===== src/rtl/macc_chan.sv =====
// Multi-channel signed multiply-accumulate: 3-stage pipeline with per-channel coefficients and accumulators.
// Define MACC_CHAN_SAT_EN to clamp overflowing sums (out_sat flags them); otherwise sums wrap and out_sat is 0.
module macc_chan #(
  parameter int SIZEIN  = 16,
  parameter int SIZEOUT = 40,
  parameter int COEFW   = 8,
  parameter int NCH     = 4,
  localparam int CHW    = $clog2(NCH)
) (
  input  logic                      clk,
  input  logic                      rst_n,
  input  logic                      ce,
  input  logic                      in_valid,
  input  logic [CHW-1:0]            in_ch,
  input  logic                      sload,
  input  logic signed [SIZEIN-1:0]  a,
  input  logic                      coef_we,
  input  logic [CHW-1:0]            coef_ch,
  input  logic signed [COEFW-1:0]   coef_wdata,
  output logic                      out_valid,
  output logic [CHW-1:0]            out_ch,
  output logic signed [SIZEOUT-1:0] accum_out,
  output logic                      out_sat
);

  localparam int PW = SIZEIN + COEFW;

  logic                      s1_valid_q, s1_valid_d;
  logic                      s1_sload_q, s1_sload_d;
  logic [CHW-1:0]            s1_ch_q, s1_ch_d;
  logic signed [SIZEIN-1:0]  s1_a_q, s1_a_d;
  logic signed [COEFW-1:0]   s1_coef_q, s1_coef_d;

  logic                      s2_valid_q, s2_valid_d;
  logic                      s2_sload_q, s2_sload_d;
  logic [CHW-1:0]            s2_ch_q, s2_ch_d;
  logic signed [PW-1:0]      s2_prod_q, s2_prod_d;

  logic                      out_valid_q, out_valid_d;
  logic [CHW-1:0]            out_ch_q, out_ch_d;
  logic signed [SIZEOUT-1:0] out_acc_q, out_acc_d;

  logic signed [COEFW-1:0]   coef_q [NCH];
  logic signed [COEFW-1:0]   coef_d [NCH];
  logic signed [SIZEOUT-1:0] acc_q [NCH];
  logic signed [SIZEOUT-1:0] acc_d [NCH];

  logic signed [SIZEOUT-1:0] prod_ext;
  logic signed [SIZEOUT-1:0] acc_base;
  logic signed [SIZEOUT-1:0] new_acc;
  logic                      new_sat;

`ifdef MACC_CHAN_SAT_EN
  logic                      out_sat_q, out_sat_d;
  logic [SIZEOUT:0]          sum_full;

  // One guard bit catches overflow: the two top bits differ only when the true sum is out of range.
  always_comb begin
    prod_ext = SIZEOUT'(s2_prod_q);
    acc_base = s2_sload_q ? '0 : acc_q[s2_ch_q];
    sum_full = {acc_base[SIZEOUT-1], acc_base} + {prod_ext[SIZEOUT-1], prod_ext};
    new_sat  = sum_full[SIZEOUT] ^ sum_full[SIZEOUT-1];
    if (!new_sat)
      new_acc = sum_full[SIZEOUT-1:0];
    else if (sum_full[SIZEOUT])
      new_acc = {1'b1, {(SIZEOUT-1){1'b0}}};
    else
      new_acc = {1'b0, {(SIZEOUT-1){1'b1}}};
  end

  assign out_sat = out_sat_q;
`else
  always_comb begin
    prod_ext = SIZEOUT'(s2_prod_q);
    acc_base = s2_sload_q ? '0 : acc_q[s2_ch_q];
    new_acc  = acc_base + prod_ext;
    new_sat  = 1'b0;
  end

  assign out_sat = new_sat & 1'b0;
`endif

  always_comb begin
    s1_valid_d  = s1_valid_q;
    s1_sload_d  = s1_sload_q;
    s1_ch_d     = s1_ch_q;
    s1_a_d      = s1_a_q;
    s1_coef_d   = s1_coef_q;
    s2_valid_d  = s2_valid_q;
    s2_sload_d  = s2_sload_q;
    s2_ch_d     = s2_ch_q;
    s2_prod_d   = s2_prod_q;
    out_valid_d = out_valid_q;
    out_ch_d    = out_ch_q;
    out_acc_d   = out_acc_q;
`ifdef MACC_CHAN_SAT_EN
    out_sat_d   = out_sat_q;
`endif
    for (int unsigned i = 0; i < NCH; i++) begin
      coef_d[i] = coef_q[i];
      acc_d[i]  = acc_q[i];
    end

    // Coefficient writes bypass ce; S1 samples coef_q so a same-edge write is seen only by later samples.
    if (coef_we)
      coef_d[coef_ch] = coef_wdata;

    if (ce) begin
      s1_valid_d  = in_valid;
      s1_sload_d  = sload;
      s1_ch_d     = in_ch;
      s1_a_d      = a;
      s1_coef_d   = coef_q[in_ch];
      s2_valid_d  = s1_valid_q;
      s2_sload_d  = s1_sload_q;
      s2_ch_d     = s1_ch_q;
      s2_prod_d   = PW'(s1_a_q) * PW'(s1_coef_q);
      out_valid_d = s2_valid_q;
      if (s2_valid_q) begin
        acc_d[s2_ch_q] = new_acc;
        out_ch_d       = s2_ch_q;
        out_acc_d      = new_acc;
`ifdef MACC_CHAN_SAT_EN
        out_sat_d      = new_sat;
`endif
      end
    end
  end

  always_ff @(posedge clk or negedge rst_n) begin
    if (!rst_n) begin
      s1_valid_q  <= 1'b0;
      s1_sload_q  <= 1'b0;
      s1_ch_q     <= '0;
      s1_a_q      <= '0;
      s1_coef_q   <= '0;
      s2_valid_q  <= 1'b0;
      s2_sload_q  <= 1'b0;
      s2_ch_q     <= '0;
      s2_prod_q   <= '0;
      out_valid_q <= 1'b0;
      out_ch_q    <= '0;
      out_acc_q   <= '0;
`ifdef MACC_CHAN_SAT_EN
      out_sat_q   <= 1'b0;
`endif
      for (int unsigned i = 0; i < NCH; i++) begin
        coef_q[i] <= COEFW'(29);
        acc_q[i]  <= '0;
      end
    end else begin
      s1_valid_q  <= s1_valid_d;
      s1_sload_q  <= s1_sload_d;
      s1_ch_q     <= s1_ch_d;
      s1_a_q      <= s1_a_d;
      s1_coef_q   <= s1_coef_d;
      s2_valid_q  <= s2_valid_d;
      s2_sload_q  <= s2_sload_d;
      s2_ch_q     <= s2_ch_d;
      s2_prod_q   <= s2_prod_d;
      out_valid_q <= out_valid_d;
      out_ch_q    <= out_ch_d;
      out_acc_q   <= out_acc_d;
`ifdef MACC_CHAN_SAT_EN
      out_sat_q   <= out_sat_d;
`endif
      for (int unsigned i = 0; i < NCH; i++) begin
        coef_q[i] <= coef_d[i];
        acc_q[i]  <= acc_d[i];
      end
    end
  end

  assign out_valid = out_valid_q;
  assign out_ch    = out_ch_q;
  assign accum_out = out_acc_q;

endmodule

===== config.mk =====
export PLATFORM = sky130hd
export DESIGN_NAME = macc_chan
export DESIGN_NICKNAME = d
export VERILOG_FILES = /design/src/rtl/macc_chan.sv
export SDC_FILE = /design/constraint.sdc
export NUM_CORES = 1
export LEC_CHECK = 0
export CORE_MARGIN = 1.5
export CORE_UTILIZATION = 35
export DETAILED_ROUTE_END_ITERATION = 10
export DONT_BUFFER_PORTS = 1
export MAX_ROUTING_LAYER = met4
export SYNTH_ARGS = -nofsm -noshare
export SYNTH_HDL_FRONTEND = slang
export SYNTH_SLANG_ARGS = --single-unit

===== constraint.sdc =====
create_clock -name clk -period 5.6 [get_ports clk]
set_input_delay 1.12 -clock clk [delete_from_list [all_inputs] [get_ports clk]]
set_output_delay 1.12 -clock clk [all_outputs]
set_load 0.02 [all_outputs]

* Word-level counts from Yosys, hierarchy flattened *
Index checks and enable logic that the tools add are counted.

word-level totals
  register bits = 291
  output and inout bits = 44
  bits of input ports = 34
  logic and storage cells = 46

cells by class
  muxes and demuxes = 13
  order comparisons = 5
  bitwise gates (word level) = 3
  multipliers = 1
  reduce and logical (&&, ||, !) cells = 3
  add/sub/neg operators = 1

operators with widths
  cell                                                                           number
  160-bit bitwise mux                                                            1
  40-bit 2-to-1 mux                                                              4
  40-bit binary-select mux with 2-bit select                                     1
  40-bit demux with 2-bit select                                                 1
  40-bit by 24-bit adder with 40-bit output                                      1
  32-bit bitwise mux                                                             1
  16-bit by 8-bit multiplier with 24-bit output                                  1
  8-bit 2-to-1 mux                                                               3
  8-bit binary-select mux with 2-bit select                                      1
  8-bit demux with 2-bit select                                                  1
  3-bit greater-or-equal comparator (second input constant)                      3
  2-bit inverter with 3-bit output                                               3
  3-bit by 1-bit less-than comparator with 1-bit output (second input constant)  2
  1-bit logical AND                                                              2
  2-bit AND reduction                                                            1

* Longest topological paths before layout *
Gate-level depths: netlist of run 1.

  depth in word-level cells = 7
  mapped depth = 20
  gate-level depth less buffers = 19

* Worst setup path after synthesis of run 1 *
No wires, ideal clock.

  kind = reg2reg
  start point = reg s1_coef_q[7]
  end point = reg s2_prod_q[21]
  clock period less this slack = 5.002 ns
  path slack = 0.598 ns
  arrival time = 4.877 ns
  cell stages (with the launch flop) = 19
  setup time = 0.125 ns
  path buffers = 1
  data required time = 5.475 ns
  cell sequence = dfrtp_1 inv_1 clkbuf_1 nor2_1 fa_1 fa_1 fa_1 inv_1 fa_1 inv_1 ha_1 a2111oi_2 o21ai_1 a41oi_2 o22ai_1 or4_1 a31oi_1 xnor2_1 mux2_2

on the way
  word-level cells in the longest chain between the ends = 1

RTL lines
  item                                           line  source
  start, declared                                32    logic signed [COEFW-1:0] s1_coef_q, s1_coef_d;
  start signal, assigned                         156   s1_coef_q <= s1_coef_d;
  16-bit by 8-bit multiplier with 24-bit output  117   s2_prod_d = PW'(s1_a_q) * PW'(s1_coef_q);
  end signal, assigned                           160   s2_prod_q <= s2_prod_d;
  end, declared                                  37    logic signed [PW-1:0] s2_prod_q, s2_prod_d;

No other way between the ends.
A chain may end at the register's enable or synchronous reset.

* Final worst setup path of run 1 *
  start point = reg s1_coef_q[0]
  end point = reg s2_prod_q[21]

Same word-level chain as after synthesis.

==> flow_summary.toml, run 1 <==
[synthesis]
syn-cell-area_um2 = 18800
yosysUniqueCellTypes = 67
synthTopCellsByArea = "dfrtp_1 (37%), fa_1 (11%), mux4_2 (5.6%), ha_1 (5.6%), o21ai_0 (5.5%)"
syn_nets = 2042
ys_seq_area_frac = 0.389
yosysTopAreaCellShare = 0.367
ys_ff_latch = 291
syn-instance-count = 1820
synth_top_area_cell = "dfrtp_1"
syn_avg_cell_area_um2 = 10.3
synth_warnings = 0
synth_top_flop_cell = "dfrtp_1"
ys_async_sr_fraction = 1.00
synth_edf_count = 0

[floorplan]
die_area_um2 = 55000
rows = 84
boundaryPins = 78
dieHeight_um = 235
coreArea_um2 = 52800
dieWidth_um = 235
start_util = 0.356

[global_routing]
overflow = 0
antenna_found_initial = 0
grt_pass1_vias = 13282
grt_max_degree = 292
track_usage = 0.169
grt_pass1_wl_um = 71600

[placement]
routabilityCongestion = 0.824
dp_hpwl_um = 29900
portBuffers = 0

[worst_setup_path]
crit_buf_inv = 4
cp_top_family = "adder cells"
required_ps = 6030
critPathMaxFanout = 17
cp_data_arrival_time_ps = 5680
cpPeakStageDelay_ps = 570
cpMaxStageDelayCell = "dfrtp_1"
worstSetupPathType = "flip-flop to flip-flop"
cp-start-kind = "flip-flop"
path_common_cell = "inv_1"
crit_chain = "and2_1 > ha_1 > inv_1 > fa_1 > inv_1 > fa_1 > inv_1 > fa_1 > inv_1 > ha_1 > a2111oi_2 > o21ai_1 > a41oi_2 > o22ai_1 > or4_1 > a31oi_1 > xnor2_1 > mux2_2"
crit_path_end_kind = "flip-flop"

[detailed_routing]
via_per_inst = 5.07
routed_wl_um = 43000
drt-wirelength-per-cell_um = 17.2
drc = 4
drtPass1Iterations = 10
drtIter0Drc = 691
final_antenna_net_count = 0
via_count = 12711

[cts]
htreeDepth = 2
cts_resized = 0
cts_buffer_depth = 3
cts.clk_slew.worst_paths_ps = 70
cts_hold_buffers = 0
clkLatencyLatePin_ps = 570
root_buffer = "clkbuf_16"
cts_tree = "done"
postCtsSetupRepairBufs = 0
cts_buffers = 35
clkSinkCount = 291

[final_layout]
fin_nets = 2013
area_growth_pct = 10.4
final_common_cell = "dfrtp_1"
final_cell_mix = "dfrtp_1 (272), nand2_1 (241), o21ai_0 (206)"
n_fill_cell = 5166
drive_gt1_frac = 0.145
diodes = 0

[status]
violations = "design-rule violations"
outcome = "finished with violations"

[timing]
hold_slack_ps = 275
drv_slew = 0
slew_headroom = 0.194
period_share = 0.938
finClkSkew_ps = 35.3
grt_setup_unrepaired = "false"
tns_ps = 0
hold_viol_final = 0
final-setup-viol-count = 0
fmax_mhz = 190
fin_crit_ps = 5250
worstMarginPinSlew_ps = 1210

[hold_path]
hold_class = "primary input to asynchronous set/reset pin"

[run]
max_cap_violations = 0
[worst paths after layout]
path                                                from                   endpoint  slack, ps  cells past startpoint
max in group asynchronous                          rst_n   s1_coef_q[3]$_DFFE_PN0P_       4270                      0
worst min-delay path                               rst_n       acc_q[3]$_DFFE_PN0P_        270                      0
min in group clk                   acc_q[65]$_DFFE_PN0P_      acc_q[65]$_DFFE_PN0P_        470                      2
worst max-delay path            s1_coef_q[0]$_DFFE_PN0P_  s2_prod_q[21]$_DFFE_PN0P_        350                     18
worst min register to register     acc_q[65]$_DFFE_PN0P_      acc_q[65]$_DFFE_PN0P_        470                      2
worst max register to register  s1_coef_q[0]$_DFFE_PN0P_  s2_prod_q[21]$_DFFE_PN0P_        350                     18
[cells in the mapped netlist, drive strengths merged (23+ instances only)]
master	instances
dfrtp	275
nand2	245
o21ai	221
inv	162
fa	104
and2	92
mux2	87
ha	84
clkbuf	70
nor2	57
a21oi	55
nor2b	49
mux4	47
xnor2	38
a21o	23
[state kept, by name (all words and copies together) (netlist names), 8 cells and up]
signal and cells:
acc_q 160, accum_out 40, coef_q 32, s2_prod_q 24, s1_a_q 16, s1_coef_q 8
[area by class of cell]
class	count	area (um^2)	area share
Multi-Input combinational cell	1279	10500	0.508
Sequential cell	291	7310	0.353
Clock buffer	45	973	0.0470
Tap cell	688	861	0.0415
Inverter	162	608	0.0293
Clock inverter	19	274	0.0132
Timing Repair Buffer	22	178	0.00857
[through the flow]
step | cells | instance area, um^2 | util | worst slack (ps)
6_report | 2506 | 20700 | 0.393 | 347
5_1_grt | 2506 | 20700 | 0.393 | 38.4
4_1_cts | 2506 | 20700 | 0.393 | 268
3_5_place_dp | 2442 | 19500 | 0.369 | 302
3_3_place_gp | 2442 | 19500 | 0.369 | 346
2_1_floorplan | 1820 | 18800 | - | 598
[kinds of logic after synthesis]
group	Yosys count	synth area share
DFF	291	0.389
buffers and inverters	250	0.0509
adders and majority gates	188	0.167
muxes	141	0.112
other	1	0.000200
and+or+nand+nor	528	0.137
xor gates and xnor gates	60	0.0296
AOI/OAI and AO/OA	361	0.114
[layer usage]
layer	vias up	GRT usage	share of wire
li1	6074	-	-
met1	6374	0.225	0.46
met2	200	0.265	0.47
met3	63	0.0262	0.045
met4	0	0.0512	0.023
met5	-	-	0
Power of run 1 is not shown: default switching activity piles up to over one toggle a cycle in this logic, so the estimate is an artifact.
==> run 2: changes to the inputs <==
SETUP_SLACK_MARGIN = 0.1   (was default)
==> run 2 against run 1 <==
Against the previous run: critical path type unchanged; die area is the same; the run still ends with design-rule violations left; largest cell class unchanged; count of clock-buffer cells in the layout unchanged; sequential share of layout area about the same; critical path depth fell by 2; global-route usage unchanged; final cell count is essentially flat.
==> flow_summary.toml, run 2 (synthesized netlist as in run 1, its figures left out) <==
[final_layout]
drive_gt1_frac = 0.148
fin_nets = 2014
largest_reg_flops = 160
final_cell_mix = "dfrtp_1 (268), nand2_1 (241), o21ai_0 (206)"
area_growth_pct = 10.5
diodes = 0
final_common_cell = "dfrtp_1"
n_fill_cell = 5165
top_register = "acc_q"

[run]
max_cap_violations = 0

[global_routing]
antenna_found_initial = 0
overflow = 0
grt_pass1_vias = 13282
track_usage = 0.169
grt_max_degree = 292
grt_pass1_wl_um = 71600

[status]
outcome = "finished with violations"
violations = "design-rule violations"

[detailed_routing]
via_per_inst = 5.09
final_antenna_net_count = 0
drtIter0Drc = 695
drtPass1Iterations = 11
drc = 4
routed_wl_um = 43000
drt-wirelength-per-cell_um = 17.2
via_count = 12758

[worst_setup_path]
path_common_cell = "fa_1"
crit_path_end_kind = "flip-flop"
cp_data_arrival_time_ps = 5660
worstSetupPathType = "flip-flop to flip-flop"
critPathMaxFanout = 9
cp-start-kind = "flip-flop"
crit_chain = "and2_1 > fa_1 > fa_1 > fa_1 > inv_1 > fa_1 > inv_1 > ha_1 > a2111oi_2 > o21ai_1 > a41oi_2 > o22ai_1 > or4_1 > a31oi_1 > xnor2_1 > mux2_2"
cpPeakStageDelay_ps = 560
timing.rr.end = "s2_prod_q[21]$_DFFE_PN0P_"
required_ps = 6030
r2r_setup_slack_ps = 370
r2r_cells = 16
cpMaxStageDelayCell = "fa_1"
rr_startpoint = "s1_a_q[5]$_DFFE_PN0P_"

[cts]
cts_buffers = 35
cts.clk_slew.worst_paths_ps = 60
root_buffer = "clkbuf_16"
clkSinkCount = 291
cts_buffer_depth = 3
clkLatencyLatePin_ps = 570
htreeDepth = 2
cts_tree = "done"
cts_hold_buffers = 0

[hold_path]
hold_class = "primary input to asynchronous set/reset pin"

[timing]
worstMarginPinSlew_ps = 1170
finClkSkew_ps = 35.4
slew_headroom = 0.218
tns_ps = 0
finalWorstSetupSlack_ps = 371
fin_crit_ps = 5230
grt_setup_unrepaired = "false"
hold_viol_final = 0
fmax_mhz = 191
period_share = 0.934
drv_slew = 0
final-setup-viol-count = 0

[placement]
portBuffers = 0
pre_cts_ws_ps = 302
routabilityCongestion = 0.824
dp_hpwl_um = 29900

[floorplan]
start_util = 0.356
rows = 84
die_area_um2 = 55000
dieWidth_um = 235
dieHeight_um = 235
boundaryPins = 78
coreArea_um2 = 52800
## run 2: worst max path at each step
| stage | startpoint | end | slack [ps] | cells after the start |
|---|---|---|---|---|
| global placement | s1_coef_q[3]$_DFFE_PN0P_ | s2_prod_q[21]$_DFFE_PN0P_ | 350 | 17 |
| CTS | s1_coef_q[3]$_DFFE_PN0P_ | s2_prod_q[21]$_DFFE_PN0P_ | 270 | 16 |
| global route | s1_coef_q[1]$_DFFE_PN0P_ | s2_prod_q[21]$_DFFE_PN0P_ | 110 | 18 |
| finish | s1_a_q[5]$_DFFE_PN0P_ | s2_prod_q[21]$_DFFE_PN0P_ | 370 | 16 |
| detailed placement | s1_coef_q[3]$_DFFE_PN0P_ | s2_prod_q[21]$_DFFE_PN0P_ | 300 | 16 |
| floorplan | s1_coef_q[7]$_DFFE_PN0P_ | s2_prod_q[21]$_DFFE_PN0P_ | 600 | 18 |
## run 2: layer usage
layer,track usage,up-vias,wire [um]
li1,-,6082,-
met1,0.225,6409,19900
met2,0.265,204,20200
met3,0.0262,63,1930
met4,0.0512,0,970
met5,-,-,0
## run 2: cell type report
type	count	area, um^2	area share
clock buffers	45	973	0.0469
clock inverters	19	274	0.0132
inverters	162	608	0.0293
multi-input cells	1279	10500	0.507
flip-flops and latches	291	7310	0.353
well taps	688	861	0.0415
repair buffers	23	185	0.00893
## run 2: worst max-delay path, delay by kind of cell (launching register included)
family | cells | cell delay [ps]
muxes | 1 | 260
AOI/OAI and AO/OA | 5 | 1200
xor gates and xnor gates | 1 | 90
buffers and inverters | 2 | 90
DFF | 1 | 500
and+or+nand+nor | 2 | 660
adders and majority gates | 5 | 2300
## run 2: through the flow
stage	instances	util	hold slack [ps]	cell area, um^2
finish	2507	0.393	275	20700
CTS	2506	0.393	233	20700
global route	2507	0.393	249	20700
detailed placement	2442	0.369	465	19500
global placement	2442	0.369	456	19500
floorplan	1820	-	442	18800
## run 2: timing repair
action                                  CTS  global route
gates resized for setup                   0             5
buffers inserted                          0             1
endpoints found under the setup margin    0             2
Power of run 2 is left out for the same reason.
==> run 3: changes to the inputs <==
ABC_CLOCK_PERIOD_IN_PS = 5600   (was default)
==> results of run 3 <==
Final layout, timing and power as in run 2 (identical DEF).
Power of run 3 is left out for the same reason.
